$ cat src/rtl/sym_timing_ctrl_pkg.sv
// Shared types and constants for the symbol-timing scheduler.
//   tau_t    : unsigned Q5.27 timing phase (integer phase index + fraction mu)
//   state_t  : scheduler FSM states
//   sat_add  : signed add clamped to +-(MAX_ADJ << FRAC_W), used by the
//              timing-error accumulator
// Optional build macro used by the block: SYM_TIMING_SLIP_CNT_EN

package msk_timing_pkg;

   localparam int OSF     = 20;
   localparam int FRAC_W  = 27;
   localparam int MAX_ADJ = 1;
   localparam int PHASE_W = 5;

   typedef logic [31:0] tau_t;

   localparam tau_t ONE     = tau_t'(1) << FRAC_W;
   localparam tau_t TAU_RST = tau_t'(OSF / 2) << FRAC_W;

   // One symbol period in Q5.27, widened so tau + pend can be compared
   // against it without overflow.
   localparam logic signed [33:0] PERIOD = 34'(OSF) <<< FRAC_W;

   localparam logic signed [32:0] PEND_HI = 33'(MAX_ADJ) <<< FRAC_W;
   localparam logic signed [32:0] PEND_LO = -PEND_HI;

   typedef enum logic [1:0] {
      IDLE  = 2'd0,
      RUN   = 2'd1,
      STUFF = 2'd2
   } state_t;

   // a + b with one guard bit, then clamped to the per-symbol correction limit.
   function automatic logic signed [31:0] sat_add(input logic signed [31:0] a,
                                                  input logic signed [31:0] b);
      logic signed [32:0] s;
      logic signed [31:0] r;
      s = $signed({a[31], a}) + $signed({b[31], b});
      r = s[31:0];
      if (s > PEND_HI) begin
         r = PEND_HI[31:0];
      end else if (s < PEND_LO) begin
         r = PEND_LO[31:0];
      end
      return r;
   endfunction

endpackage

$ cat src/rtl/sym_timing_ctrl_if.sv
// Bus between the sample front end / timing loop and the symbol-timing
// scheduler.
//   en_i, iq_raw_val_i, err_i, err_val_i        : driven by master
//   sym_valid_o, phase_int_o, mu_o, slip_o,
//   slip_dir_o                                  : driven by slave (scheduler)
//   skip_cnt_o, stuff_cnt_o                     : only with SYM_TIMING_SLIP_CNT_EN
// Modports: master (stimulus/loop side), slave (sym_timing_ctrl).

interface sym_timing_ctrl_if;
   import msk_timing_pkg::*;

   logic                      en_i;
   logic                      iq_raw_val_i;
   logic signed [31:0]        err_i;
   logic                      err_val_i;
   logic                      sym_valid_o;
   logic [PHASE_W-1:0]        phase_int_o;
   logic [FRAC_W-1:0]         mu_o;
   logic                      slip_o;
   logic                      slip_dir_o;
`ifdef SYM_TIMING_SLIP_CNT_EN
   logic [15:0]               skip_cnt_o;
   logic [15:0]               stuff_cnt_o;

   modport master (
      output en_i, iq_raw_val_i, err_i, err_val_i,
      input  sym_valid_o, phase_int_o, mu_o, slip_o, slip_dir_o,
      input  skip_cnt_o, stuff_cnt_o
   );

   modport slave (
      input  en_i, iq_raw_val_i, err_i, err_val_i,
      output sym_valid_o, phase_int_o, mu_o, slip_o, slip_dir_o,
      output skip_cnt_o, stuff_cnt_o
   );
`else
   modport master (
      output en_i, iq_raw_val_i, err_i, err_val_i,
      input  sym_valid_o, phase_int_o, mu_o, slip_o, slip_dir_o
   );

   modport slave (
      input  en_i, iq_raw_val_i, err_i, err_val_i,
      output sym_valid_o, phase_int_o, mu_o, slip_o, slip_dir_o
   );
`endif

endinterface

$ cat src/rtl/sym_timing_ctrl_pend.sv
// sym_timing_pend: saturating accumulator of timing-error corrections
// collected between symbol strobes.
//   clk, rst_n   : clock, synchronous active-low reset
//   flush        : scheduler not running; hold the accumulator at zero
//   clear        : strobe event consumed the accumulated value
//   err_i        : signed Q5.27 correction
//   err_val_i    : err_i valid, single cycle
//   pend_o       : accumulated correction, limited to +-(MAX_ADJ << 27)

module sym_timing_pend
   import msk_timing_pkg::*;
(
   input  logic               clk,
   input  logic               rst_n,
   input  logic               flush,
   input  logic               clear,
   input  logic signed [31:0] err_i,
   input  logic               err_val_i,
   output logic signed [31:0] pend_o
);

   always_ff @(posedge clk) begin
      if (!rst_n) begin
         pend_o <= '0;
      end else if (flush) begin
         pend_o <= '0;
      end else if (clear) begin
         // A correction arriving on the strobe cycle starts the next symbol's
         // accumulation instead of being dropped.
         pend_o <= err_val_i ? sat_add(32'sd0, err_i) : '0;
      end else if (err_val_i) begin
         pend_o <= sat_add(pend_o, err_i);
      end
   end

endmodule

$ cat src/rtl/sym_timing_ctrl.sv
// sym_timing_ctrl: symbol-timing scheduler for the polyphase fractional-delay
// interpolator. Counts raw samples, issues one strobe per OSF samples carrying
// the interpolator phase (phase_int_o) and fraction (mu_o), folds in TED/loop
// corrections once per symbol, and handles symbol slips (drop on overflow,
// extra strobe on underflow).
// Ports:
//   clk   : system clock
//   rst_n : synchronous active-low reset
//   bus   : sym_timing_ctrl_if.slave (enable, raw sample strobe, error input,
//           strobe/phase/mu/slip outputs)
// Build macro SYM_TIMING_SLIP_CNT_EN adds saturating skip/stuff slip counters
// on the bus; without it the counters do not exist.
//
// state | meaning
// ------+-----------------------------------------------------------------
// IDLE  | disabled; sample count and pending correction held at zero
// RUN   | counting samples, strobe every OSF samples
// STUFF | underflow seen; extra strobe due OSF/2 samples after the slip

module sym_timing_ctrl
   import msk_timing_pkg::*;
(
   input  logic              clk,
   input  logic              rst_n,
   sym_timing_ctrl_if.slave  bus
);

   localparam logic [4:0] CNT_LAST   = 5'(OSF - 1);
   localparam logic [3:0] STUFF_WAIT = 4'(OSF / 2);

   state_t             state;
   logic [4:0]         cnt;
   logic [3:0]         stuff_left;
   tau_t               tau;
   logic signed [31:0] pend;

   logic               run;
   logic               flush;
   logic               strobe_evt;
   logic               stuff_fire;
   logic signed [33:0] t;
   logic               over;
   logic               under;
   tau_t               tau_hi;
   tau_t               tau_lo;

   assign run        = bus.en_i && (state != IDLE);
   assign flush      = !run;
   assign strobe_evt = run && bus.iq_raw_val_i && (cnt == CNT_LAST);
   assign stuff_fire = run && (state == STUFF) && bus.iq_raw_val_i &&
                       (stuff_left == 4'd1);

   assign t     = $signed({2'b00, tau}) + $signed({{2{pend[31]}}, pend});
   assign over  = (t >= PERIOD);
   assign under = t[33];

   // |pend| <= 1 sample keeps t within one period of [0, OSF), so the
   // wrapped value fits in 32 bits and modular arithmetic is exact.
   assign tau_hi = t[31:0] - PERIOD[31:0];
   assign tau_lo = t[31:0] + PERIOD[31:0];

   sym_timing_pend u_pend (
      .clk       (clk),
      .rst_n     (rst_n),
      .flush     (flush),
      .clear     (strobe_evt),
      .err_i     (bus.err_i),
      .err_val_i (bus.err_val_i),
      .pend_o    (pend)
   );

   always_ff @(posedge clk) begin
      if (!rst_n) begin
         state           <= IDLE;
         cnt             <= '0;
         stuff_left      <= '0;
         tau             <= TAU_RST;
         bus.sym_valid_o <= 1'b0;
         bus.slip_o      <= 1'b0;
         bus.slip_dir_o  <= 1'b0;
         bus.phase_int_o <= TAU_RST[31:27];
         bus.mu_o        <= '0;
      end else begin
         bus.sym_valid_o <= 1'b0;
         bus.slip_o      <= 1'b0;
         if (!bus.en_i) begin
            state      <= IDLE;
            cnt        <= '0;
            stuff_left <= '0;
         end else begin
            case (state)
               IDLE: begin
                  state <= RUN;
               end
               RUN, STUFF: begin
                  if (bus.iq_raw_val_i) begin
                     cnt <= (cnt == CNT_LAST) ? '0 : cnt + 5'd1;
                  end
                  if ((state == STUFF) && bus.iq_raw_val_i) begin
                     stuff_left <= stuff_left - 4'd1;
                  end

                  // The stuffed strobe lands mid-symbol (OSF/2 after a regular
                  // event), so it never shares a cycle with a regular strobe.
                  if (stuff_fire) begin
                     bus.sym_valid_o <= 1'b1;
                     bus.phase_int_o <= tau[31:27];
                     bus.mu_o        <= tau[26:0];
                     state           <= RUN;
                  end

                  if (strobe_evt) begin
                     if (over) begin
                        tau            <= tau_hi;
                        bus.slip_o     <= 1'b1;
                        bus.slip_dir_o <= 1'b1;
                     end else if (under) begin
                        tau             <= tau_lo;
                        bus.sym_valid_o <= 1'b1;
                        bus.phase_int_o <= tau_lo[31:27];
                        bus.mu_o        <= tau_lo[26:0];
                        bus.slip_o      <= 1'b1;
                        bus.slip_dir_o  <= 1'b0;
                        state           <= STUFF;
                        stuff_left      <= STUFF_WAIT;
                     end else begin
                        tau             <= t[31:0];
                        bus.sym_valid_o <= 1'b1;
                        bus.phase_int_o <= t[31:27];
                        bus.mu_o        <= t[26:0];
                     end
                  end
               end
               default: begin
                  state <= IDLE;
               end
            endcase
         end
      end
   end

`ifdef SYM_TIMING_SLIP_CNT_EN
   // Slip statistics survive disable; only reset clears them.
   always_ff @(posedge clk) begin
      if (!rst_n) begin
         bus.skip_cnt_o  <= '0;
         bus.stuff_cnt_o <= '0;
      end else if (strobe_evt) begin
         if (over && (bus.skip_cnt_o != 16'hFFFF)) begin
            bus.skip_cnt_o <= bus.skip_cnt_o + 16'd1;
         end
         if (under && (bus.stuff_cnt_o != 16'hFFFF)) begin
            bus.stuff_cnt_o <= bus.stuff_cnt_o + 16'd1;
         end
      end
   end
`endif

endmodule

$ cat src/flat_wrapper.sv
// flat-port wrapper written by rule: the top's interface ports become plain ports
module sym_timing_ctrl_flat import msk_timing_pkg::*;
  (clk, rst_n, bus_en_i, bus_iq_raw_val_i, bus_err_i, bus_err_val_i, bus_sym_valid_o, bus_phase_int_o, bus_mu_o, bus_slip_o, bus_slip_dir_o);
  sym_timing_ctrl_if bus_i ();
  input  logic clk;
  input  logic rst_n;
  input wire logic [$bits(bus_i.en_i)-1:0] bus_en_i;
  input wire logic [$bits(bus_i.iq_raw_val_i)-1:0] bus_iq_raw_val_i;
  input wire logic [$bits(bus_i.err_i)-1:0] bus_err_i;
  input wire logic [$bits(bus_i.err_val_i)-1:0] bus_err_val_i;
  output wire logic [$bits(bus_i.sym_valid_o)-1:0] bus_sym_valid_o;
  output wire logic [$bits(bus_i.phase_int_o)-1:0] bus_phase_int_o;
  output wire logic [$bits(bus_i.mu_o)-1:0] bus_mu_o;
  output wire logic [$bits(bus_i.slip_o)-1:0] bus_slip_o;
  output wire logic [$bits(bus_i.slip_dir_o)-1:0] bus_slip_dir_o;
  assign bus_i.en_i = bus_en_i;
  assign bus_i.iq_raw_val_i = bus_iq_raw_val_i;
  assign bus_i.err_i = bus_err_i;
  assign bus_i.err_val_i = bus_err_val_i;
  assign bus_sym_valid_o = bus_i.sym_valid_o;
  assign bus_phase_int_o = bus_i.phase_int_o;
  assign bus_mu_o = bus_i.mu_o;
  assign bus_slip_o = bus_i.slip_o;
  assign bus_slip_dir_o = bus_i.slip_dir_o;
  sym_timing_ctrl u_core (.clk(clk), .rst_n(rst_n), .bus(bus_i));
endmodule
$ cat config.mk
export PLATFORM = sky130hd
export DESIGN_NAME = sym_timing_ctrl_flat
export DESIGN_NICKNAME = d
export VERILOG_FILES = /design/src/rtl/sym_timing_ctrl_pkg.sv /design/src/rtl/sym_timing_ctrl_if.sv /design/src/rtl/sym_timing_ctrl_pend.sv /design/src/rtl/sym_timing_ctrl.sv /design/src/flat_wrapper.sv
export SDC_FILE = /design/constraint.sdc
export NUM_CORES = 1
export LEC_CHECK = 0
export CORE_MARGIN = 3
export CORE_UTILIZATION = 55
export DETAILED_ROUTE_END_ITERATION = 10
export PLACE_DENSITY = 0.76
export SKIP_LAST_GASP = 1
export SLEW_MARGIN = 40
export SYNTH_ARGS = -nofsm -noshare
export SYNTH_HDL_FRONTEND = slang
export SYNTH_SLANG_ARGS = --single-unit
$ cat constraint.sdc
create_clock -name clk -period 3.9 [get_ports clk]
set_input_delay 0.78 -clock clk [delete_from_list [all_inputs] [get_ports clk]]
set_output_delay 0.78 -clock clk [all_outputs]
set_load 0.02 [all_outputs]
==> impl_metrics.ini <==
[place]
routabilityCongestion = 1.04
dp_hpwl_um = 23800
dpl-instance-area_sq_um = 11400
portBuffers = 71

[synthesis]
synth_area_per_cell_sq_um = 7.74
yosysTopAreaCell = dfxtp_1
ys_ff_latch = 110
ys_types = 87
synth_area_leaders = dfxtp_1 24%, ha_1 9.9%, a21oi_1 5.7%
synth-edff-count = 0
syn-num-nets = 1318
synth_ff_type = dfxtp_1
async_reset_ff_share_pct = 0
netlist_instances = 1205
yosysSeqAreaShare_pct = 23.6
yosysMostFrequentCell = nor2_1
synth_top_area_share_pct = 23.6
mappedNetlistArea_sq_um = 9330
yosysWarnings = 0
synth.top_cells.by_count = 142 x nor2_1, 110 x dfxtp_1, 107 x a21oi_1, 107 x nand2_1

[cts]
cts_hold_buffers = 0
clk_path_buf_depth = 2
cts_inserted_buffers = 9
path_clk_slew_ps = 80
cts_tree = done
clock_sinks = 110
cts_root_buf = clkbuf_16
clock_latency_ps = 360
htree_levels = 3

[layout]
register_area_sq_um = 2200
area_growth_syn_to_layout_pct = 30.6
antenna_cells = 0
fillers = 1281
fin_nets = 1530
multi_input_area_sq_um = 7040
finalInstanceArea_sq_um = 12200
drive_above_1_share_pct = 21.2

[setup_path]
crit_type = input port to register
path_buf_inv = 2
worst_path_largest_cell_delay_ps = 530
setup.worst_path.end_class = register
cp_data_required_time_ps = 4180
crit_family = compound AO/OA/AOI/OAI gates
cp_slowest_cell = clkdlybuf4s50_1
cp.arrival_ps = 4100
critPathMaxFanout = 5
startpoint_type = input port
crit_chain = clkdlybuf4s50_1, ha_4, a21oi_2, o211ai_1, a221o_1, or3_4, a2111oi_4, nand4_1, buf_4, nor4b_4, o31ai_1, a21oi_1

[timing]
slew_viol_final = 0
rsz0062_at_grt = yes
hold_ws_ps = 494
finalHoldViolations = 0
setup_viol = 0
fin_skew_ps = 10.2
tns_ps = 0
fin_crit_ps = 3810
slew_headroom_pct = 52.3
tightest_slew_ps = 714
clock.fmax_mhz = 262
fin_crit_sh_pct = 97.8

[floorplanning]
io_pins = 72
die_w_um = 136
dieArea_sq_um = 18600
core_area_sq_um = 16200
initial_utilization_pct = 57.5
die_h_um = 136
rows = 46

[pwr]
vdd_drop_max_uv = 205
p_leak_nw = 5.27
p_per_area_nw_per_um2 = 204

[grt]
gr-total-overflow = 0
grt_pass1_wl_um = 48100
antenna_found_initial = 0
grt_use_total_pct = 32.2
grt_max_degree = 40
grt_pass1_vias = 9417

[drt]
drtIter0Drc = 986
wl_per_cell_um = 18.8
wl_um = 30800
drtAntennaViolNets = 0
via_per_inst = 6.24
num_vias = 10200
dr.pass1.iters = 5
drc_errors = 0

[hold_path]
min_path_type = register to register

[run_status]
status = finished clean

[flow_run]
drv_cap = 0
## cell usage in the layout, fill, tap and decap left out, types with 27 or more instances in the layout
cell type	synthesis	layout
nand2_1	107	102
dfxtp_1	110	110
xor2_1	27	27
nor3_1	31	29
a21oi_1	107	99
ha_1	74	60
o21ai_0	74	68
clkdlybuf4s50_1	0	67
o21ai_1	25	29
inv_1	30	29
buf_4	0	190
nor2_1	142	142
## worst paths after layout
check | slack [ps] | end | cells past startpoint | start
worst max-delay path | 90 | u_core.u_pend.pend_o[0]$_SDFFE_PN0P_ | 12 | bus_err_i[16]
worst min-delay path | 490 | u_core.tau[0]$_SDFFE_PN0P_ | 2 | u_core.tau[0]$_SDFFE_PN0P_
worst max register to register | 150 | u_core.bus.phase_int_o[4]$_SDFFE_PN0P_ | 14 | u_core.u_pend.pend_o[0]$_SDFFE_PN0P_
worst min register to register | 490 | u_core.tau[0]$_SDFFE_PN0P_ | 2 | u_core.tau[0]$_SDFFE_PN0P_
## layout make-up
type / instances / share of cell area (%)
multi-input combinational: 999 / 57.7
timing repair buffer: 266 / 18.5
sequential: 110 / 18.1
tap: 216 / 2.22
clock buffer: 9 / 1.85
inverter: 31 / 0.955
clock inverter: 7 / 0.708
## worst min-delay path: cells and delay by family, from the launching register on
kind / cells / cell delay, ps
AND/OR/NAND/NOR: 1 / 60
AO/OA/AOI/OAI: 1 / 60
flip-flops: 1 / 330
## logic make-up (layout without fill, tap and decap cells)
logic type / count (synthesis) / in the layout / synth area share (%)
buffers and inverters: 96 / 313 / 4.57
adders and majority gates: 76 / 76 / 10.4
xor gates and xnor gates: 49 / 49 / 4.60
AOI/OAI and AO/OA: 413 / 413 / 30.6
muxes: 35 / 35 / 3.81
and+or+nand+nor: 426 / 426 / 22.4
DFF: 110 / 110 / 23.6
## registers in the layout, summed over array words and instances (netlist names)
name                    count
u_core.bus.slip_dir_o       1
u_core.bus.slip_o           1
u_core.bus.mu_o            27
u_core.stuff_left           4
u_core.bus.sym_valid_o      1
u_core.state                2
u_core.cnt                  5
u_core.tau                 32
u_core.bus.phase_int_o      5
u_core.u_pend.pend_o       32
## power by group
group | internal [W] | switching [W]
logic | 0.000184 | 0.000194
registers | 0.00112 | 0.00000304
clock network | 0.000514 | 0.000464
## routing by layer
metal  vias to the layer above  share of wire [%]  GRT usage (%)
li1                       4928                  -              -
met5                         -                  0              0
met2                       422                 47           53.2
met4                         0                2.6           9.91
met3                        56                7.0           3.48
met1                      4816                 44           44.2
## metrics by stage
| step | utilization [%] | total power [W] | worst slack [ps] | std cells |
|---|---|---|---|---|
| 4_1_cts | 72.6 | 0.00247 | -4.93 | 1628 |
| 6_report | 75.1 | 0.00248 | 85.6 | 1638 |
| 5_1_grt | 75.1 | 0.00256 | -23.2 | 1638 |
| 3_5_place_dp | 70.5 | 0.00150 | -556 | 1612 |
| 3_3_place_gp | 70.5 | 0.00150 | -461 | 1612 |
| 2_1_floorplan | - | 0.00131 | 339 | 1205 |
## repair_timing
action	in CTS	in global routing
gates cloned	0	1
endpoints found under the setup margin	32	64
buffers inserted	0	9
pin swaps	4	22
resized for setup	7	67
No activity file was read; power rests on OpenSTA's default activity.
